===== config.mk =====
export PLATFORM = sky130hd
export DESIGN_NAME = na_gate_update
export DESIGN_NICKNAME = d
export VERILOG_FILES = /design/src/rtl/na_gate_update.sv
export SDC_FILE = /design/constraint.sdc
export NUM_CORES = 2
export LEC_CHECK = 0
export ABC_AREA = 0
export CORE_AREA = 2 2 629 318
export DETAILED_ROUTE_END_ITERATION = 16
export DIE_AREA = 0 0 631 320
export PLACE_DENSITY_LB_ADDON = 0.05
export SYNTH_ARGS = -nofsm -noshare
export SYNTH_HDL_FRONTEND = slang
export SYNTH_SLANG_ARGS = --single-unit

===== constraint.sdc =====
create_clock -name clk -period 22.1 [get_ports clk]
set_clock_uncertainty 0.1 [all_clocks]
set_input_delay 2.21 -clock clk [delete_from_list [all_inputs] [get_ports clk]]
set_output_delay 2.21 -clock clk [all_outputs]
set_load 0.005 [all_outputs]

===== src/rtl/na_gate_update.sv =====
// Hodgkin-Huxley sodium gate update: advances m and h by one forward-Euler step per clock,
// using piecewise-linear alpha/beta rate tables indexed by membrane potential.
module na_gate_update #(
    parameter logic signed [15:0] M_INIT = 16'sd1734,
    parameter logic signed [15:0] H_INIT = 16'sd19540
) (
    input  logic        clk,
    input  logic        reset,
    input  logic [15:0] V,
    input  logic [15:0] dt,
    output logic [15:0] m_next,
    output logic [15:0] h_next
);

    localparam logic signed [15:0] VMin = -16'sd24576;
    localparam logic signed [15:0] VMax = 16'sd16383;

    // Rate tables: unsigned Q8.8 at V = -96 + 8*idx mV, idx = 0..20.
    function automatic logic [15:0] alpha_m_lut(input logic [4:0] idx);
        logic [15:0] t;
        case (idx)
            5'd0:    t = 16'd5;
            5'd1:    t = 16'd10;
            5'd2:    t = 16'd19;
            5'd3:    t = 16'd35;
            5'd4:    t = 16'd61;
            5'd5:    t = 16'd104;
            5'd6:    t = 16'd167;
            5'd7:    t = 16'd256;
            5'd8:    t = 16'd372;
            5'd9:    t = 16'd513;
            5'd10:   t = 16'd676;
            5'd11:   t = 16'd854;
            5'd12:   t = 16'd1043;
            5'd13:   t = 16'd1239;
            5'd14:   t = 16'd1439;
            5'd15:   t = 16'd1641;
            5'd16:   t = 16'd1845;
            5'd17:   t = 16'd2049;
            5'd18:   t = 16'd2253;
            5'd19:   t = 16'd2458;
            default: t = 16'd2662;
        endcase
        return t;
    endfunction

    function automatic logic [15:0] beta_m_lut(input logic [4:0] idx);
        logic [15:0] t;
        case (idx)
            5'd0:    t = 16'd5731;
            5'd1:    t = 16'd3675;
            5'd2:    t = 16'd2356;
            5'd3:    t = 16'd1511;
            5'd4:    t = 16'd969;
            5'd5:    t = 16'd621;
            5'd6:    t = 16'd398;
            5'd7:    t = 16'd255;
            5'd8:    t = 16'd164;
            5'd9:    t = 16'd105;
            5'd10:   t = 16'd67;
            5'd11:   t = 16'd43;
            5'd12:   t = 16'd28;
            5'd13:   t = 16'd18;
            5'd14:   t = 16'd11;
            5'd15:   t = 16'd7;
            5'd16:   t = 16'd5;
            5'd17:   t = 16'd3;
            5'd18:   t = 16'd2;
            5'd19:   t = 16'd1;
            default: t = 16'd1;
        endcase
        return t;
    endfunction

    function automatic logic [15:0] alpha_h_lut(input logic [4:0] idx);
        logic [15:0] t;
        case (idx)
            5'd0:    t = 16'd84;
            5'd1:    t = 16'd57;
            5'd2:    t = 16'd38;
            5'd3:    t = 16'd25;
            5'd4:    t = 16'd17;
            5'd5:    t = 16'd11;
            5'd6:    t = 16'd8;
            5'd7:    t = 16'd5;
            5'd8:    t = 16'd3;
            5'd9:    t = 16'd2;
            5'd10:   t = 16'd2;
            5'd11:   t = 16'd1;
            5'd12:   t = 16'd1;
            default: t = 16'd0;
        endcase
        return t;
    endfunction

    function automatic logic [15:0] beta_h_lut(input logic [4:0] idx);
        logic [15:0] t;
        case (idx)
            5'd0:    t = 16'd1;
            5'd1:    t = 16'd1;
            5'd2:    t = 16'd3;
            5'd3:    t = 16'd6;
            5'd4:    t = 16'd13;
            5'd5:    t = 16'd28;
            5'd6:    t = 16'd55;
            5'd7:    t = 16'd97;
            5'd8:    t = 16'd147;
            5'd9:    t = 16'd192;
            5'd10:   t = 16'd223;
            5'd11:   t = 16'd240;
            5'd12:   t = 16'd248;
            5'd13:   t = 16'd253;
            5'd14:   t = 16'd254;
            5'd15:   t = 16'd255;
            default: t = 16'd256;
        endcase
        return t;
    endfunction

    // Linear interpolation between adjacent breakpoints; result always lies between t0 and t1.
    function automatic logic [15:0] interp(input logic [15:0] t0, input logic [15:0] t1,
                                           input logic [10:0] f);
        logic signed [17:0] diff;
        logic signed [29:0] prod;
        diff = $signed({2'b00, t1}) - $signed({2'b00, t0});
        prod = $signed({{12{diff[17]}}, diff}) * $signed({19'd0, f});
        return 16'($signed({14'd0, t0}) + (prod >>> 11));
    endfunction

    // One Euler step of dg/dt = a*(1-g) - b*g, wide enough that only the final clamp limits g.
    function automatic logic [15:0] euler(input logic [15:0] g, input logic [15:0] a,
                                          input logic [15:0] b, input logic [15:0] dte);
        logic signed [39:0] gs;
        logic signed [39:0] as;
        logic signed [39:0] bs;
        logic signed [39:0] d;
        logic signed [55:0] delta;
        logic signed [55:0] gn;
        logic [15:0]        res;
        gs    = $signed({24'd0, g});
        as    = $signed({24'd0, a});
        bs    = $signed({24'd0, b});
        d     = (as * (40'sd32768 - gs) - bs * gs) >>> 8;
        delta = ($signed({40'd0, dte}) * $signed({{16{d[39]}}, d})) >>> 8;
        gn    = $signed({40'd0, g}) + delta;
        if (gn < 56'sd0) begin
            res = 16'd0;
        end else if (gn > 56'sd32767) begin
            res = 16'd32767;
        end else begin
            res = gn[15:0];
        end
        return res;
    endfunction

    logic signed [15:0] v_s;
    logic signed [15:0] v_clamp;
    logic [15:0]        u;
    logic [4:0]         k;
    logic [4:0]         k1;
    logic [10:0]        f;
    logic [15:0]        dte;
    logic [15:0]        am;
    logic [15:0]        bm;
    logic [15:0]        ah;
    logic [15:0]        bh;
    logic [15:0]        m_q;
    logic [15:0]        m_d;
    logic [15:0]        h_q;
    logic [15:0]        h_d;

    always_comb begin
        v_s = $signed(V);
        if (v_s < VMin) begin
            v_clamp = VMin;
        end else if (v_s > VMax) begin
            v_clamp = VMax;
        end else begin
            v_clamp = v_s;
        end
        // Offset fits 16 unsigned bits (0..40959) even though it overflows the signed range.
        u   = v_clamp - VMin;
        k   = u[15:11];
        f   = u[10:0];
        k1  = k + 5'd1;
        dte = dt[15] ? 16'd0 : dt;
    end

    always_comb begin
        am  = interp(alpha_m_lut(k), alpha_m_lut(k1), f);
        bm  = interp(beta_m_lut(k), beta_m_lut(k1), f);
        ah  = interp(alpha_h_lut(k), alpha_h_lut(k1), f);
        bh  = interp(beta_h_lut(k), beta_h_lut(k1), f);
        m_d = euler(m_q, am, bm, dte);
        h_d = euler(h_q, ah, bh, dte);
    end

    always_ff @(posedge clk or negedge reset) begin
        if (!reset) begin
            m_q <= M_INIT;
            h_q <= H_INIT;
        end else begin
            m_q <= m_d;
            h_q <= h_d;
        end
    end

    assign m_next = m_q;
    assign h_next = h_q;

endmodule


* After elaboration in Yosys (flattened, before gate mapping)
Memories as Yosys holds them, arrays and structs flattened.
Cells that the tools add are included.
** Storage, ports and cells
- Register bits :: 32
- Latch bits :: 0
- Memory bits (writable) :: 0
- ROM bits :: 2080
- Input bits :: 34
- Output and inout port bits :: 32
- Word-level logic and storage cells :: 53
- Memories kept :: 8
** Memory list
- (name not given) :: words 32, width 13, read ports 1, clocked after Yosys merged registers in 0, write ports 0, line 49 : case (idx)
- (name not given) :: words 32, width 13, read ports 1, clocked after Yosys merged registers in 0, write ports 0, line 49
- (name not given) :: words 32, width 12, read ports 1, clocked after Yosys merged registers in 0, write ports 0, line 21 : case (idx)
- (name not given) :: words 32, width 12, read ports 1, clocked after Yosys merged registers in 0, write ports 0, line 21
- (name not given) :: words 16, width 8, read ports 1, clocked after Yosys merged registers in 0, write ports 0, line 98 : case (idx)
- (name not given) :: words 16, width 8, read ports 1, clocked after Yosys merged registers in 0, write ports 0, line 98
- 2 more memories
** Cells by class
- Add/sub/neg operators :: 16
- $mul :: 10
- Divide/modulo/power cells :: 0
- Order comparisons :: 6
- Equality and inequality tests :: 0
- Shift-type cells :: 0
- Mux-type cells :: 11
- Bitwise gates (word level) :: 0
- Reduce and logical (&&, ||, !) cells :: 0
** Operator list (count)
- 16-bit two-way mux :: 10
- 17-bit by 12-bit multiplier with 27-bit output :: 4
- 16-bit by 27-bit multiplier with 43-bit output :: 2
- 17-bit by 35-bit adder with 36-bit output :: 2
- 36-bit by 16-bit greater-than comparator with 1-bit output (second input constant) :: 2
- 36-bit by 1-bit less-than comparator with 1-bit output (second input constant) :: 2
- 34-bit by 33-bit subtractor with 35-bit output :: 2
- 17-bit by 17-bit multiplier with 34-bit output :: 2
- 16-bit by 16-bit subtractor with 17-bit output :: 4
- 16-bit adder :: 4
- 16-bit by 16-bit multiplier with 32-bit output :: 2
- 16-bit by 16-bit subtractor with 17-bit output (first input constant) :: 2
- 16-bit by 15-bit greater-than comparator with 1-bit output (second input constant) :: 1
- 16-bit less-than comparator (second input constant) :: 1
- 16-bit subtractor (second input constant) :: 1
- 15-bit two-way mux :: 1
- 5-bit by 1-bit adder with 5-bit output (second input constant) :: 1

* Logic depth before layout (Yosys ltp)
An unclocked memory read counts as a cell.
- Depth in word-level cells :: 17
- Depth in mapped cells :: 132
- Depth with buffers taken out :: 122

* Worst setup path before layout
OpenSTA, ideal clock, no wires.
- Path kind :: input -> register
- Start point :: input V[15]
- End point :: register m_q[11] (netlist: m_next[11])
- Library setup time :: 0.136 ns
- Arrival time :: 31.290 ns
- Data required time :: 21.864 ns
- Path slack :: -9.427 ns
- Stages :: 114
- Buffers on the path :: 9
- Cells stage by stage :: clkbuf_1 -> inv_1 -> or3_1 -> clkbuf_1 -> nand2_1 -> clkbuf_1 -> inv_1 -> ha_1 -> inv_1 -> ha_1 -> clkbuf_1 -> clkbuf_1 -> a21oi_1 -> a21o_1 -> ha_1 -> fa_1 -> nor2b_1 -> o21ai_0 -> [... 78 more ...] -> inv_1 -> ha_1 -> buf_2 -> and3_1 -> and2_1 -> a221o_1 -> a311o_1 -> a221o_1 -> a21o_1 -> o21a_1 -> o41a_1 -> a2111o_1 -> nor2_1 -> nand4b_1 -> or4_4 -> a2111oi_4 -> buf_6 -> a21oi_1
** Between the ends
- Cells in the longest elaborated chain, start to end :: 16
- Elaborated cells on any way between the ends :: 25
** RTL lines
- from (decl) :: line 9 : input logic [15:0] V,
- 16-bit by 15-bit greater-than comparator with 1-bit output :: line 176 : end else if (v_s > VMax) begin
- 16-bit two-way mux :: line 176
- 16-bit two-way mux * :: line 174 : if (v_s < VMin) begin
- 16-bit subtractor * :: line 182 : u = v_clamp - VMin;
- 5-bit by 1-bit adder with 5-bit output :: line 185 : k1 = k + 5'd1;
- memory read 32 x 12 bit / memory read 32 x 13 bit (equally long branches)
- 16-bit by 16-bit subtractor with 17-bit output :: line 125 : diff = $signed({2'b00, t1}) - $signed({2'b00, t0});
- 17-bit by 12-bit multiplier with 27-bit output :: line 126 : prod = $signed({{12{diff[17]}}, diff}) * $signed({19'd0, f});
- 16-bit adder :: line 127 : return 16'($signed({14'd0, t0}) + (prod >>> 11));
- 17-bit by 17-bit multiplier with 34-bit output / 16-bit by 16-bit multiplier with 32-bit output (equally long branches) :: line 143 : d = (as * (40'sd32768 - gs) - bs * gs) >>> 8;
- 34-bit by 33-bit subtractor with 35-bit output * :: line 143
- 16-bit by 27-bit multiplier with 43-bit output * :: line 144 : delta = ($signed({40'd0, dte}) * $signed({{16{d[39]}}, d})) >>> 8;
- 17-bit by 35-bit adder with 36-bit output * :: line 145 : gn = $signed({40'd0, g}) + delta;
- 36-bit by 16-bit greater-than comparator with 1-bit output :: line 148 : end else if (gn > 56'sd32767) begin
- 16-bit two-way mux :: line 148
- 16-bit two-way mux * :: line 146 : if (gn < 56'sd0) begin
- via m_d[11] :: line 168 : logic [15:0] m_d;
- to (signal assigned) :: line 203 : m_q <= m_d;
- to (decl) :: line 167 : logic [15:0] m_q;
The timed path passes the listed nets; every way through them passes the cells marked *.

* Worst setup path in the final report
- Start point :: input V[14]
- End point :: register m_q[0] (netlist: m_next[0])
Same word-level chain as after synthesis.

==> flow_metrics.py <==
metrics = {
    "synthesis": {
        "post_synth_xor_area_fraction_pct": 4.596,
        "post_synth.cell_area_avg_um2": 8.495,
        "synth-adder-area-share_pct": 60.06,
        "synthesized_area_fraction_occupied_by_ao_oa_aoi_and_oai_cells_pct": 6.446,
        "yosys_most_used_dff": "dfrtp_1",
        "synth.ff_latch_count": 32,
        "synthesis.yosys.warnings": 0,
        "area_of_the_mapped_netlist_mm2": 0.09767,
        "muxShareOfSynthArea_pct": 0.1486,
        "asyncSetResetFlopFracSynth_pct": 100.0,
        "yosysUniqueCellTypes": 94,
        "synth_seq_area_share_pct": 0.8352,
        "netlist_instances": 11498,
        "fraction_of_the_mapped_netlist_area_in_simple_logic_gates_pct": 15.98,
        "synth_top_family_by_area": "adder cells",
        "synth_edf_count": 0,
    },
    "setup_path": {
        "critPathRequiredTime_ns": 22.15,
        "worst-path-max-fanout": 8,
        "startpoint_type": "primary input",
        "worst_path_largest_cell_delay_ns": 0.56,
        "worstSetupPathType": "primary input to flip-flop",
        "critPathCaptureType": "flip-flop",
        "crit_slowest_cell": "fa_1",
        "cp_common_cell": "fa_1",
        "critical_path_arrival_ns": 29.09,
    },
    "sta": {
        "grt_setup_unrepaired": "yes",
        "min_period_ns": 29.04,
        "hold_viol_final": 0,
        "worst-slew-pin-transition_ns": 1.245,
        "final.setup.worst_slack_ns": -6.944,
        "setup_viol": 30,
        "slew_violations": 0,
        "hold_ws_ns": 0.5204,
        "fin_crit_sh_pct": 131.4,
        "fmax_mhz": 34.43,
        "max-slew-margin-rel_pct": 16.40,
    },
    "layout": {
        "final_instance_count_without_filler_cells": 15987,
        "fill_cells": 17820,
        "drive_gt1_share_pct": 20.92,
        "area_growth_syn_to_layout_pct": 23.20,
        "final_std_cell_area_no_fill_mm2": 0.1203,
        "final_nets": 16695,
    },
    "placed_design": {
        "numPlacedInstances": 15836,
        "dp.final_hpwl_um": 257200,
        "place.port_buffers": 65,
        "place.gp.congestion": 0.9444,
        "dpl-instance-area_mm2": 0.1169,
        "placement.setup.worst_slack_ns": -8.550,
    },
    "detailed_routing": {
        "initialDrtViolationCount": 5181,
        "drt-vias-per-instance": 5.128,
        "route.antenna.remaining_nets": 0,
        "wl_per_cell_um": 18.52,
        "drt_drc_violations_left": 0,
        "dr_total_vias": 81987,
        "drt_wl_total_um": 296100,
        "first_pass_iters": 6,
    },
    "cts": {
        "clock_tree.htree_level_count": 2,
        "cts-buffers-inserted": 5,
        "clock-root-buffer": "clkbuf_16",
        "cts-root-to-sink-buffers": 2,
        "tritoncts": "done",
        "clock_sinks": 32,
        "clk-insertion-delay-late_ns": 0.32,
        "worst_setup_hold_path_clk_slew_ns": 0.06,
        "ctsHoldBuffers": 0,
    },
    "floorplanning": {
        "die_area_mm2": 0.2019,
        "io-pin-count": 66,
        "fp-row-count": 115,
        "floorplan.initialDensity_pct": 49.84,
        "floorplan.die.width_um": 631,
        "chipHeight_um": 320,
        "fp.coreArea_mm2": 0.1960,
    },
    "status": {
        "outcome": "complete, but fails checks",
        "failed_checks": "setup timing",
    },
    "grt": {
        "pin_count_of_the_biggest_net_entering_global_routing": 55,
        "grtUsageTotal_pct": 30.45,
        "grt_overflow": 0,
        "initial_antenna_violation_count": 3,
        "global_route_wire_length_before_repair_um": 482700,
        "grt_pass1_vias": 86776,
    },
    "hold_path": {
        "hold_path.class": "flip-flop to flip-flop",
    },
    "flow_run": {
        "max_cap_viol_count": 0,
    },
}
[layout by cell type (no fill, tap or decap), types with 35 or more instances in the layout]
cell type and instances:
buf_12 37, a21o_1 107, nor2b_1 91, a21oi_1 215, or2_2 45, nor2_1 1114
o21a_1 61, o21ai_0 158, ha_1 959, nor3_1 79, or3_1 63, nand2_1 1442
ha_4 46, buf_6 41, inv_1 2631, nand2b_1 99, nand3_1 62, a21oi_2 53
buf_4 2123, o21bai_1 41, clkdlybuf4s50_1 58, fa_1 2266, xnor2_1 309, and2_1 287
xor2_1 153, inv_2 35
[critical path, delay by kind of cell]
kind | cells | cell delay, ns
AOI/OAI and AO/OA | 38 | 7.28
xor gates and xnor gates | 6 | 1.14
adders and majority gates | 31 | 13.37
buffers and inverters | 23 | 2.32
muxes | 1 | 0.28
and+or+nand+nor | 18 | 2.40
[synth_stat cells (20+ instances only)]
master	count	area, um^2
xnor2_1	343	3004
nand2b_1	108	675.7
and2_1	291	1821
nand2_1	1472	5525
or3_1	68	425.4
o21a_1	63	473.0
xor2_1	167	1463
a211oi_1	20	150.1
inv_1	2670	10020
a21oi_1	280	1401
clkbuf_1	396	1486
o21ai_0	202	1011
buf_1	20	75.07
and3_1	31	193.9
dfrtp_1	20	500.5
a31oi_1	27	168.9
fa_1	2290	45840
o211ai_1	20	150.1
a21o_1	107	803.3
nand4_1	29	181.4
or2_2	49	306.5
nor2_1	1157	4343
nand3_1	69	345.3
o21bai_1	50	375.4
a21boi_0	21	157.7
ha_1	1018	12740
nor2b_1	112	700.7
nor3_1	93	465.5
[kinds of logic (layout without fill, tap and decap cells)]
logic type      Yosys count  count (layout)
xor+xnor                511             511
compound gates          971             971
buf+inv                3097            4951
flops                    32              32
mux                      14              14
simple gates           3556            3557
other cells               1               3
fa+ha+maj              3316            3316
[per-stage QoR]
step | setup TNS [ns] | util [%]
final | -205.96 | 61.40
after floorplan | -196.16 | -
after detailed placement | -251.05 | 59.64
after CTS | -206.32 | 60.48
after global routing | -235.55 | 61.40
after global placement | -242.66 | 59.64
[path summary, 6_finish.rpt]
kind / cells after the start / slack, ns / from / endpoint
min reg2reg: 2 / 0.52 / h_next[0]$_DFF_PN0_ / h_next[0]$_DFF_PN0_
max: 117 / -6.94 / V[14] / m_next[0]$_DFF_PN0_
max in group asynchronous: 1 / 19.35 / reset / m_next[5]$_DFF_PN0_
min: 2 / 0.52 / h_next[0]$_DFF_PN0_ / h_next[0]$_DFF_PN0_
min in group asynchronous: 1 / 1.92 / reset / h_next[15]$_DFF_PN0_
max reg2reg: 70 / 3.29 / m_next[1]$_DFF_PN1_ / m_next[0]$_DFF_PN0_
[final cells by class]
class / count / area [um^2] / share of cell area, %
well taps: 2632 / 3293 / 2.737
flip-flops and latches: 32 / 815.8 / 0.6780
clock buffers: 8 / 146.4 / 0.1217
diodes: 1 / 2.502 / 0.002080
repair buffers: 2270 / 17860 / 14.85
multi-input cells: 8371 / 88150 / 73.26
inverters: 2673 / 10060 / 8.357
[per-layer routing]
layer	vias to the layer above	global-route usage [%]	part of all wire, %
met1	41510	45.20	46
met2	2122	48.27	45
met3	337	3.221	6.1
li1	38014	-	-
met4	4	6.430	2.4
met5	-	0	0.0091
[sequential cells by signal, summed over array words and instances (netlist names)]
register and cells:
h_next 16, m_next 16
[timing repair]
item	4_1_cts	5_1_grt
endpoints found under the setup margin	30	30
pin swaps	182	295
endpoints found under the hold margin	0	0
gates resized for setup	213	296
buffers inserted	78	66
cloned	1	2
Power is left out: the tool's default activity adds up to more than one toggle a clock period on the data nets, which glitch-free logic cannot reach.
